## src/rtl/adc_acq_sequencer.sv

```systemverilog
// Acquisition sequencer: shadows ADC config, arms the trigger and cuts the ADC stream into fixed frames.
// Define ACQ_TIMEOUT_EN to add a WAIT_TRIG timeout that returns to IDLE with sticky timed_out.
module adc_acq_sequencer #(
  parameter int FRAME_W       = 16,
  parameter int SETTLE_CYCLES = 4,
  parameter int DATA_W        = 32
) (
  input  logic              aclk,
  input  logic              areset,
  input  logic              start,
  input  logic              abort,
  input  logic [7:0]        cfg_limiter,
  input  logic [15:0]       cfg_trigger_level,
  input  logic [FRAME_W-1:0] cfg_frame_len,
  input  logic [15:0]       cfg_num_frames,
  input  logic [31:0]       cfg_timeout,
  output logic [7:0]        adc_limiter,
  output logic [15:0]       adc_trigger_level,
  output logic              adc_trig_en,
  output logic              adc_max_sum_clr,
  input  logic              adc_trigger_activated,
  input  logic              s_axis_tvalid,
  input  logic [DATA_W-1:0] s_axis_tdata,
  output logic              m_axis_tvalid,
  input  logic              m_axis_tready,
  output logic [DATA_W-1:0] m_axis_tdata,
  output logic              m_axis_tlast,
  output logic              busy,
  output logic              done,
  output logic              aborted,
  output logic              timed_out,
  output logic [15:0]       frames_done,
  output logic [15:0]       drop_count,
  output logic [2:0]        state_dbg
);

  localparam int SETTLE_W = (SETTLE_CYCLES > 1) ? $clog2(SETTLE_CYCLES) : 1;

  typedef enum logic [2:0] {
    IDLE      = 3'd0,
    CONFIG    = 3'd1,
    ARM       = 3'd2,
    WAIT_TRIG = 3'd3,
    CAPTURE   = 3'd4,
    GAP       = 3'd5,
    DONE      = 3'd6
  } state_t;

  state_t               state;
  logic [FRAME_W-1:0]   frame_last;
  logic [FRAME_W-1:0]   beat_cnt;
  logic [15:0]          num_frames_q;
  logic [SETTLE_W-1:0]  settle_cnt;

`ifdef ACQ_TIMEOUT_EN
  logic [31:0] timeout_q;
  logic [31:0] timeout_cnt;
`else
  logic unused_timeout;
  assign unused_timeout = ^cfg_timeout;
  assign timed_out      = 1'b0;
`endif

  assign state_dbg = state;

  // Frame length is stored as its last beat index so zero-length configs collapse to one beat.
  always_ff @(posedge aclk) begin
    if (areset) begin
      state             <= IDLE;
      frame_last        <= '0;
      beat_cnt          <= '0;
      num_frames_q      <= '0;
      settle_cnt        <= '0;
      adc_limiter       <= '0;
      adc_trigger_level <= '0;
      adc_trig_en       <= 1'b0;
      adc_max_sum_clr   <= 1'b0;
      m_axis_tvalid     <= 1'b0;
      m_axis_tdata      <= '0;
      m_axis_tlast      <= 1'b0;
      busy              <= 1'b0;
      done              <= 1'b0;
      aborted           <= 1'b0;
      frames_done       <= '0;
      drop_count        <= '0;
`ifdef ACQ_TIMEOUT_EN
      timeout_q         <= '0;
      timeout_cnt       <= '0;
      timed_out         <= 1'b0;
`endif
    end else begin
      m_axis_tvalid   <= 1'b0;
      m_axis_tlast    <= 1'b0;
      adc_max_sum_clr <= 1'b0;
      done            <= 1'b0;
      if (abort && state != IDLE) begin
        state       <= IDLE;
        busy        <= 1'b0;
        adc_trig_en <= 1'b0;
        aborted     <= 1'b1;
      end else begin
        case (state)
          IDLE: begin
            if (start && !abort) begin
              adc_limiter       <= cfg_limiter;
              adc_trigger_level <= cfg_trigger_level;
              frame_last        <= (cfg_frame_len == '0) ? '0 : cfg_frame_len - FRAME_W'(1);
              num_frames_q      <= (cfg_num_frames == 16'd0) ? 16'd1 : cfg_num_frames;
              beat_cnt          <= '0;
              settle_cnt        <= '0;
              aborted           <= 1'b0;
              frames_done       <= '0;
              drop_count        <= '0;
              adc_max_sum_clr   <= 1'b1;
              busy              <= 1'b1;
              state             <= CONFIG;
`ifdef ACQ_TIMEOUT_EN
              timeout_q         <= cfg_timeout;
              timed_out         <= 1'b0;
`endif
            end
          end
          CONFIG: begin
            if (settle_cnt == SETTLE_W'(SETTLE_CYCLES - 1)) begin
              state <= ARM;
            end else begin
              settle_cnt <= settle_cnt + SETTLE_W'(1);
            end
          end
          ARM: begin
            adc_trig_en <= 1'b1;
            state       <= WAIT_TRIG;
`ifdef ACQ_TIMEOUT_EN
            timeout_cnt <= '0;
`endif
          end
          WAIT_TRIG: begin
            if (adc_trigger_activated) begin
              state <= CAPTURE;
            end
`ifdef ACQ_TIMEOUT_EN
            else if (timeout_q != 32'd0 && timeout_cnt == timeout_q - 32'd1) begin
              state       <= IDLE;
              busy        <= 1'b0;
              adc_trig_en <= 1'b0;
              timed_out   <= 1'b1;
            end else begin
              timeout_cnt <= timeout_cnt + 32'd1;
            end
`endif
          end
          CAPTURE: begin
            // The ADC cannot be stalled, so a beat without tready is lost and only counted.
            if (s_axis_tvalid) begin
              if (m_axis_tready) begin
                m_axis_tvalid <= 1'b1;
                m_axis_tdata  <= s_axis_tdata;
                if (beat_cnt == frame_last) begin
                  m_axis_tlast <= 1'b1;
                  beat_cnt     <= '0;
                  frames_done  <= frames_done + 16'd1;
                  adc_trig_en  <= 1'b0;
                  if (frames_done + 16'd1 == num_frames_q) begin
                    state <= DONE;
                    done  <= 1'b1;
                  end else begin
                    state <= GAP;
                  end
                end else begin
                  beat_cnt <= beat_cnt + FRAME_W'(1);
                end
              end else if (drop_count != 16'hFFFF) begin
                drop_count <= drop_count + 16'd1;
              end
            end
          end
          GAP: begin
            state <= ARM;
          end
          DONE: begin
            state <= IDLE;
            busy  <= 1'b0;
          end
          default: begin
            state       <= IDLE;
            busy        <= 1'b0;
            adc_trig_en <= 1'b0;
          end
        endcase
      end
    end
  end

endmodule

```

## config.mk

```make
export PLATFORM = sky130hd
export DESIGN_NAME = adc_acq_sequencer
export DESIGN_NICKNAME = d
export VERILOG_FILES = /design/src/rtl/adc_acq_sequencer.sv
export SDC_FILE = /design/constraint.sdc
export NUM_CORES = 1
export LEC_CHECK = 0
export ABC_AREA = 1
export CAP_MARGIN = 25
export CORE_UTILIZATION = 35
export DETAILED_ROUTE_END_ITERATION = 10
export MAX_ROUTING_LAYER = met4
export PLACE_DENSITY = 0.66
export RECOVER_POWER = 25
export SYNTH_ARGS = -nofsm -noshare
export SYNTH_HDL_FRONTEND = slang
export SYNTH_SLANG_ARGS = --single-unit
```

## constraint.sdc

```tcl
create_clock -name aclk -period 1.75 [get_ports aclk]
set_input_delay 0.35 -clock aclk [delete_from_list [all_inputs] [get_ports aclk]]
set_output_delay 0.35 -clock aclk [all_outputs]
set_load 0.01 [all_outputs]
```

==> results list, run 1 <==
- The synthesized netlist occupies a cell area of 7110 um2.
- Counting flops and latches in the post-synthesis netlist gives 148.
- Die H: 144 um
- In the global route stage, overall resource usage came out at 22.3%.
- The number of global-route vias before repair was 7325.
- IO buf count: 192
- The worst register-to-register path has a setup slack of -0.13 ns.
- Maximum fanout count along the critical path: 4
- Measured in cells, the most critical reg-to-reg path has a length of 14.
- Total number of vias: 7705
- Fraction of registers with async set or reset after synthesis: 0%
- IR analysis of the VDD net gives a maximum drop of 0.923 mV.
* Placed Cells: 1538
- Detailed placement ended at an HPWL of 16400 um.
* Top-Level Pins: 226
- After synthesis, flip-flops and latches occupy 41.7% of the total area.
- In this run the critical register-to-register path is captured at state_dbg[1].
* Number of H-tree levels: 4
- After detailed routing, the average wire length per cell comes to 14.6 um.
- First-pass iteration count of the detailed router: 5
- Worst reg2reg startpoint: frames_done[1]
* List of cells traversed by the critical path: ha_4 -> nand2_4 -> buf_4 -> nand3_1 -> nand2_1 -> nor2_1 -> nand2_1 -> nor2_1 -> nand3_1 -> nor2_2 -> nand3_1 -> nand3_1 -> nand2_1 -> inv_1
* Syn_nets: 1089
- Clk sinks: 148
- TritonCTS built the clock tree.
* Number of design rule violations left after detail routing: 0
- At the end of routability-driven placement, the weighted congestion stood at 0.925.
- Hold-fix buffers at CTS: 0
- Hold WC Path Type: in2reg
- Share of cells above drive strength 1: 28.2%
- Together, buffers and inverters on the worst path number 2.
- For this configuration, the core starts out at a cell density of 36.2%.
- Type of the worst setup path: reg2reg
- Clock Tree Buf Depth: 2
- For this run the aggregate overflow at the end of global routing stands at 0.
- In this run the tightest slew margin relative to its limit is 65.0%.
* Root cell of the clock tree: sky130_fd_sc_hd__clkbuf_16
- For this run, the number of Yosys warnings is 0.
* Crit. End Element: register
* Unrepaired setup endpoints after global routing: true
- Final hold analysis gives a worst-case slack of 0.390 ns.
- Required time reported for the critical path endpoint: 2.11 ns
- The number of antenna diodes in the final layout is 0.
- Max-slew violation count: 0
- The final layout contains routed wiring with a total length of 23200 um.
- Number of hold violations in the final report: 0
- After layout, the worst setup slack is -0.126 ns.
- The flow ran to the end, but the final reports show violations.
- The first routing iteration left 376 violations.
* Main synth FF type: sky130_fd_sc_hd__dfxtp_1
- CTS Buf Count: 17
- Fill cell total of the finished layout: 1779
- The checks that failed: negative setup slack.
* Number of distinct library cells after synthesis: 48
- Wire length of the first global-routing pass: 35300 um
- Shortest clock period the worst path allows after layout: 1.88 ns
- The die covers 20900 um2.
- Peak Freq: 533 MHz
* Average footprint of a synthesized cell: 7.43 um2
- Largest stage delay, worst path: 0.37 ns
* Number of enable-type register cells in the synthesized netlist: 0
- Final standard cell count with taps included and fillers excluded: 1587
- Highest-delay cell along the critical path: sky130_fd_sc_hd__dfxtp_4
- After floorplanning, the core was sized to cover 19700 um2.
- Antenna violations before repair: 0
- Worst hold endpoint: frame_last[1]
- The startpoint identified for the worst hold timing path is cfg_frame_len[1].
- Summed over all cells, the static leakage comes to 4.88 nW.
- Worst Hold Depth: 4
- After detailed routing, the number of vias per cell comes to 4.86.
- Clock latency on the worst-skew pair, taken at its later pin, is 0.42 ns.
- Across the run, the number of max-cap violations was 0.
- Fraction of synthesized cell area taken by the top area cell type: 41.7%
* CTS clock-pin slew for the worst setup and hold paths: 0.07 ns
* Critical path's most frequent cell: sky130_fd_sc_hd__nand3_1
- Most frequent cell after synthesis: sky130_fd_sc_hd__nor2_1
- From synthesis to final layout, the design area changed by 65.7%.
- Worst path top cell family by delay: simple AND/OR/NAND/NOR gates
* Number of standard cells after synthesis: 957
* Die boundary width: 144 um
* Power density over the cells: 1080 nW/um2
- The worst setup path is launched from a register.
- Total setup violations reported at the end of the flow: 19
- Top cells by count, synth: sky130_fd_sc_hd__nor2_1 (159), sky130_fd_sc_hd__nand2_1 (153), sky130_fd_sc_hd__dfxtp_1 (148)
* Antenna-violating nets left: 0
- Entering global routing, the biggest net connects 33 pins.
- The floorplan has 51 rows.
* Worst path arrival time: 2.24 ns
- Cell types with the largest area share after synthesis: sky130_fd_sc_hd__dfxtp_1 (42%), sky130_fd_sc_hd__nor2_1 (8.4%), sky130_fd_sc_hd__nand2_1 (8.1%)
- Of the available clock period, the critical path in the final layout requires 107%.
- For the final database, setup skew stands at 0.0123 ns.
- Number of nets in the final layout: 1441
- Slew at the pin closest to its max-slew limit: 0.520 ns
- Library cell occupying the most area in the post-synthesis netlist: sky130_fd_sc_hd__dfxtp_1
==> worst max path at each step <==
stage                               from            end  cells after the start
after floorplan            drop_count[1]  drop_count[8]                     13
after global placement             start  drop_count[8]                     10
after detailed placement           abort  drop_count[8]                      9
after CTS                 frames_done[0]   state_dbg[1]                     12
after global routing      frames_done[1]   state_dbg[1]                     15
final                     frames_done[1]   state_dbg[1]                     14
==> stage by stage <==
| stage | utilization [%] | TNS [ns] | total power [mW] | area, um2 | setup slack (ns) |
|---|---|---|---|---|---|
| after floorplan | - | 0 | 6.31 | 7110 | 0.00953 |
| after global routing | 59.9 | -6.76 | 13.5 | 11800 | -0.234 |
| after detailed placement | 53.3 | -45.31 | 8.38 | 10500 | -0.463 |
| after global placement | 53.3 | -43.34 | 8.32 | 10500 | -0.442 |
| final | 59.9 | -0.696 | 12.8 | 11800 | -0.126 |
| after CTS | 56.9 | -0.0931 | 12.1 | 11200 | -0.0599 |
==> placed cells by master (no fill, tap or decap), types with 4 or more instances in the layout <==
cell / count
sky130_fd_sc_hd__o21ai_1: 16
sky130_fd_sc_hd__nor2_4: 15
sky130_fd_sc_hd__clkbuf_16: 20
sky130_fd_sc_hd__buf_6: 9
sky130_fd_sc_hd__nand4_1: 14
sky130_fd_sc_hd__dfxtp_4: 5
sky130_fd_sc_hd__inv_6: 4
sky130_fd_sc_hd__clkdlybuf4s50_1: 156
sky130_fd_sc_hd__nor3_2: 15
sky130_fd_sc_hd__a22o_1: 25
sky130_fd_sc_hd__nand2_4: 11
sky130_fd_sc_hd__inv_2: 9
sky130_fd_sc_hd__o21ai_0: 58
sky130_fd_sc_hd__clkdlybuf4s25_1: 4
sky130_fd_sc_hd__a21oi_2: 14
sky130_fd_sc_hd__dlygate4sd2_1: 30
sky130_fd_sc_hd__nand3_2: 15
sky130_fd_sc_hd__nor3_1: 8
sky130_fd_sc_hd__buf_12: 6
sky130_fd_sc_hd__nor4_1: 8
sky130_fd_sc_hd__nand3_1: 55
sky130_fd_sc_hd__inv_1: 70
sky130_fd_sc_hd__nand2_1: 137
sky130_fd_sc_hd__nand2_2: 16
sky130_fd_sc_hd__xor2_1: 17
sky130_fd_sc_hd__xnor2_1: 20
sky130_fd_sc_hd__o21ai_2: 10
sky130_fd_sc_hd__dfxtp_2: 13
sky130_fd_sc_hd__buf_4: 149
sky130_fd_sc_hd__nor2_1: 142
sky130_fd_sc_hd__a21oi_1: 34
sky130_fd_sc_hd__dfxtp_1: 130
sky130_fd_sc_hd__clkbuf_1: 6
sky130_fd_sc_hd__a211oi_2: 4
sky130_fd_sc_hd__nor2_2: 17
sky130_fd_sc_hd__clkinv_4: 5
==> per-layer routing <==
layer	wire, um	track usage (%)	share of wire (%)
met1	10300	28.2	45
met2	11300	35.8	49
met5	0	-	0
met4	392	6.87	1.7
met3	1200	4.17	5.2
==> sequential cells by signal, indices dropped and copies added (netlist names) <==
signal             flops
settle_cnt             2
beat_cnt              16
done                   1
busy                   1
frame_last            16
m_axis_tlast           1
frames_done           16
aborted                1
adc_max_sum_clr        1
num_frames_q          16
adc_limiter            8
drop_count            16
adc_trigger_level     16
adc_trig_en            1
m_axis_tdata          32
state_dbg              3
m_axis_tvalid          1
==> final cells by class <==
class,count,area [um2],share of cell area [%]
clock inverter,13,125,1.06
inverter,83,339,2.88
sequential,148,3000,25.5
multi-input combinational,692,4180,35.5
tap,265,332,2.82
timing repair inverter,1,8.76,0.0744
clock buffer,19,453,3.85
timing repair buffer,366,3340,28.4
==> power by group <==
part           internal [mW]  total (mW)  switching (mW)
Combinational           2.41        5.11            2.70
Clock                   2.05        3.55            1.50
Sequential              3.78        4.10           0.323
Total                   8.24        12.8            4.53
==> kinds of logic (layout without fill, tap and decap cells) <==
| family | Yosys count | after routing | share of synthesized area [%] |
|---|---|---|---|
| other | 1 | 1 | 0.0528 |
| AOI/OAI and AO/OA | 178 | 178 | 15.1 |
| adders and majority gates | 5 | 5 | 0.880 |
| DFF | 148 | 148 | 41.7 |
| xor gates and xnor gates | 39 | 39 | 4.81 |
| and+or+nand+nor | 468 | 469 | 30.4 |
| buffers and inverters | 118 | 482 | 7.04 |
==> worst register-to-register path: stages, from the launching register on <==
cell and delay, ns:
sky130_fd_sc_hd__dfxtp_4 0.37, sky130_fd_sc_hd__ha_4 0.18, sky130_fd_sc_hd__nand2_4 0.07, sky130_fd_sc_hd__buf_4 0.13
sky130_fd_sc_hd__nand3_1 0.07, sky130_fd_sc_hd__nand2_1 0.05, sky130_fd_sc_hd__nor2_1 0.19, sky130_fd_sc_hd__nand2_1 0.08
sky130_fd_sc_hd__nor2_1 0.11, sky130_fd_sc_hd__nand3_1 0.12, sky130_fd_sc_hd__nor2_2 0.17, sky130_fd_sc_hd__nand3_1 0.10
sky130_fd_sc_hd__nand3_1 0.08, sky130_fd_sc_hd__nand2_1 0.05, sky130_fd_sc_hd__inv_1 0.04
==> timing repair <==
action / in CTS / in global routing
gates resized for setup: 69 / 138
pin swaps: 13 / 39
setup endpoints to repair: 50 / 104
setup buffers: 6 / 6
cloned: 1 / 4
Note: power is estimated with default switching activity, not from simulation.
==> inputs of run 2 (changes only) <==
--- a/config.mk
+++ b/config.mk
@@ -7,6 +7,7 @@
 export LEC_CHECK = 0
 export ABC_AREA = 1
 export CAP_MARGIN = 25
+export CORE_MARGIN = 2
 export CORE_UTILIZATION = 35
 export DETAILED_ROUTE_END_ITERATION = 10
 export MAX_ROUTING_LAYER = met4
==> constraint.sdc (replaced) <==
create_clock -name aclk -period 1.75 [get_ports aclk]
set_input_delay 0.525 -clock aclk [delete_from_list [all_inputs] [get_ports aclk]]
set_output_delay 0.525 -clock aclk [all_outputs]
set_load 0.01 [all_outputs]
==> run 2 against run 1 <==
The run still ends with negative setup slack left. Cell count grew 2.4%. Largest power group unchanged. Combinational power grew 13%. Clock power grew 9.6%. Via count grew 3.3%. Largest cell class unchanged.
==> results list, run 2 (synthesis gave the netlist of run 1 again) <==
* Placement Rows: 52
- Effective utilization at floorplan: 35.3%
* Maximum fanout count along the critical path: 7
- Utilization after layout: 61.3%
* Clock latency reported for the late side of the worst-skew pair: 0.43 ns
* Unrepaired setup endpoints after global routing: true
* WL final: 24700 um
- The die is 146 um wide.
- CTS tree: yes
- DIE AREA: 21500 um2
* Final GP Congestion: 0.927
* First-pass iteration count of the detailed router: 4
- Root cell of the clock tree: sky130_fd_sc_hd__clkbuf_16
* Final TNS setup: -1.23 ns
- Power density over the cells: 1120 nW/um2
* Max FFs per register: 32
* Hold WC Path Type: reg2reg
- Power share of the clock group: 28.3%
- For the finished layout, the period the worst path requires is 1.88 ns.
- The first routing iteration left 365 violations.
- Data on the critical path arrives at its endpoint at 2.24 ns.
* Met2 WL post-DR: 12000 um
* Top-Level Pins: 226
- Worst Hold Depth: 2
* Hold_ws: 0.468 ns
- In the final design database the tool counted 1473 nets.
- Crit. End Element: register
* Overall Power: 13.8 mW
- The worst setup path is launched from a register.
- Via count of the first global-routing pass: 7512
- Share of cells above drive strength 1: 34.1%
- Total number of vias: 7960
- After detailed routing, the wire length on met1 is 10500 um.
- Max VDD drop: 0.956 mV
- Measured along the y axis, the die boundary spans 146 um.
- Part of the cycle the worst path needs: 107%
* Clk sinks: 148
- Once layout is complete, the cells apart from fillers number 1625.
- Clk_skew: 0.0130 ns
* Violations in the final reports: negative setup slack
- Wire length of the first global-routing pass: 37300 um
- Switching power as a share of total power: 35.8%
* Global-route usage over all layers: 22.2%
* Post-placement setup slack: -0.759 ns
* Number of design rule violations left after detail routing: 0
* Design area: 12300 um2
* Number of hold violations in the final report: 0
- Run status: finished, violations left
* Largest net degree at the start of global routing: 33
* Most common cell after layout, fill and taps aside: sky130_fd_sc_hd__buf_4
* Power spent charging and discharging nets: 4.93 mW
- Required time reported for the critical path endpoint: 2.11 ns
- Number of H-tree levels: 4
* Antenna violations before repair: 1
* Post-DR wirelength/cell: 15.2 um
- Register ranked first by flip-flop count: m_axis_tdata
* Max-slew violation count: 0
- The share of total power dissipated in sequential elements is 29.7%.
- Clock Tree Buf Depth: 2
- CTS clock-pin slew for the worst setup and hold paths: 0.07 ns
* Endpoint of the worst register-to-register path: state_dbg[1]
* DR vias/cell: 4.90
- After clock tree synthesis, the flow added hold-fix buffers numbering 0.
- The count of nets left with antenna violations once routing finished came out at 0.
- # Max-Cap Violations: 0
- Least setup slack across all paths after layout: -0.131 ns
- Routed length on met3: 1650 um
* IO buf count: 192
* Number of cells on the worst reg-to-reg path: 12
- Total internal power: 8.83 mW
- Combinational share of power: 42.0%
- Highest routing layer actually used: met4
* Highest-count cells in the layout ignoring fill and taps: sky130_fd_sc_hd__buf_4 (180), sky130_fd_sc_hd__nor2_1 (131), sky130_fd_sc_hd__nand2_1 (126)
- Worst hold endpoint: frame_last[10]
- Type of the worst setup path: reg2reg
- Post-DP Area: 10600 um2
* Detail Placement HPWL: 16900 um
* Layout overhead on the synthesized area: 73.3%
- Total setup violations reported at the end of the flow: 29
- Leakage: 5.43 nW
- The core region is 20100 um2.
- Worst reg2reg startpoint: frames_done[0]
- Placed Cells: 1553
* Final global-route overflow total: 0
- Buffers inserted during clock tree synthesis total 17.
- The worst hold path begins at frame_last[10].
- Peak Freq: 532 MHz
- The setup check on the worst reg-to-reg path leaves a slack of -0.13 ns.
## run 2: changes by cell type in the layout (fill, tap and decap cells not counted), moves of 6 or more
cell / delta
sky130_fd_sc_hd__nand3_1: -8
sky130_fd_sc_hd__buf_4: +31
sky130_fd_sc_hd__o21ai_4: +6
sky130_fd_sc_hd__nand2_2: +12
sky130_fd_sc_hd__buf_6: +8
sky130_fd_sc_hd__dlygate4sd2_1: +66
sky130_fd_sc_hd__clkdlybuf4s50_1: -72
sky130_fd_sc_hd__clkbuf_1: -6
sky130_fd_sc_hd__nor2_4: +7
sky130_fd_sc_hd__nor2_1: -11
sky130_fd_sc_hd__nand2_1: -11
## run 2: worst max-delay path by stage
stage                           from  slack, ns             end
CTS                   frames_done[1]      -0.15    state_dbg[1]
finish                frames_done[0]      -0.13    state_dbg[1]
global placement               start      -0.73    beat_cnt[13]
global route          frames_done[0]      -0.23            done
floorplan           cfg_frame_len[1]     -0.007  frame_last[12]
detailed placement             start      -0.76   drop_count[8]
## run 2: area by class of cell
type | count | area (um2)
multi-input combinational | 692 | 4430
clock inverter | 15 | 195
antenna | 1 | 2.50
sequential | 148 | 3010
tap | 270 | 338
fill | 1675 | 7790
inverter | 83 | 345
clock buffer | 17 | 425
timing repair buffer | 399 | 3570
## run 2: worst max-delay path, cell delays in order (launching register included)
cell                      delay, ns
sky130_fd_sc_hd__dfxtp_2       0.36
sky130_fd_sc_hd__ha_4          0.17
sky130_fd_sc_hd__nand2_4       0.07
sky130_fd_sc_hd__nor2_4        0.21
sky130_fd_sc_hd__nand4_1       0.16
sky130_fd_sc_hd__nand2_2       0.13
sky130_fd_sc_hd__xor2_2        0.20
sky130_fd_sc_hd__nand2_2       0.09
sky130_fd_sc_hd__nor2_4        0.13
sky130_fd_sc_hd__nand3_2       0.11
sky130_fd_sc_hd__nand3_2       0.08
sky130_fd_sc_hd__nand2_1       0.05
sky130_fd_sc_hd__inv_1         0.04
## run 2: what timing repair did
action	CTS	global route
endpoints found under the setup margin	210	117
setup buffers	21	16
resized for setup	220	140
gates cloned	5	1
endpoints found under the hold margin	0	0
pin swaps	44	44
## run 2: power by group through the flow
| stage | logic, mW | clock network [mW] | registers, mW |
|---|---|---|---|
| 2_1_floorplan | 2.11 | 0 | 4.21 |
| 3_3_place_gp | 4.26 | 0 | 4.08 |
| 3_5_place_dp | 4.31 | 0 | 4.09 |
| 4_1_cts | 5.13 | 3.95 | 4.06 |
| 5_1_grt | 6.20 | 4.11 | 4.13 |
| 6_report | 5.78 | 3.89 | 4.08 |
## run 2: routing by layer
metal  vias to the layer above  track usage, %
met5                         -               -
met4                         0            7.67
met3                        42            4.88
met1                      3693            27.2
li1                       3944               -
met2                       281            36.2
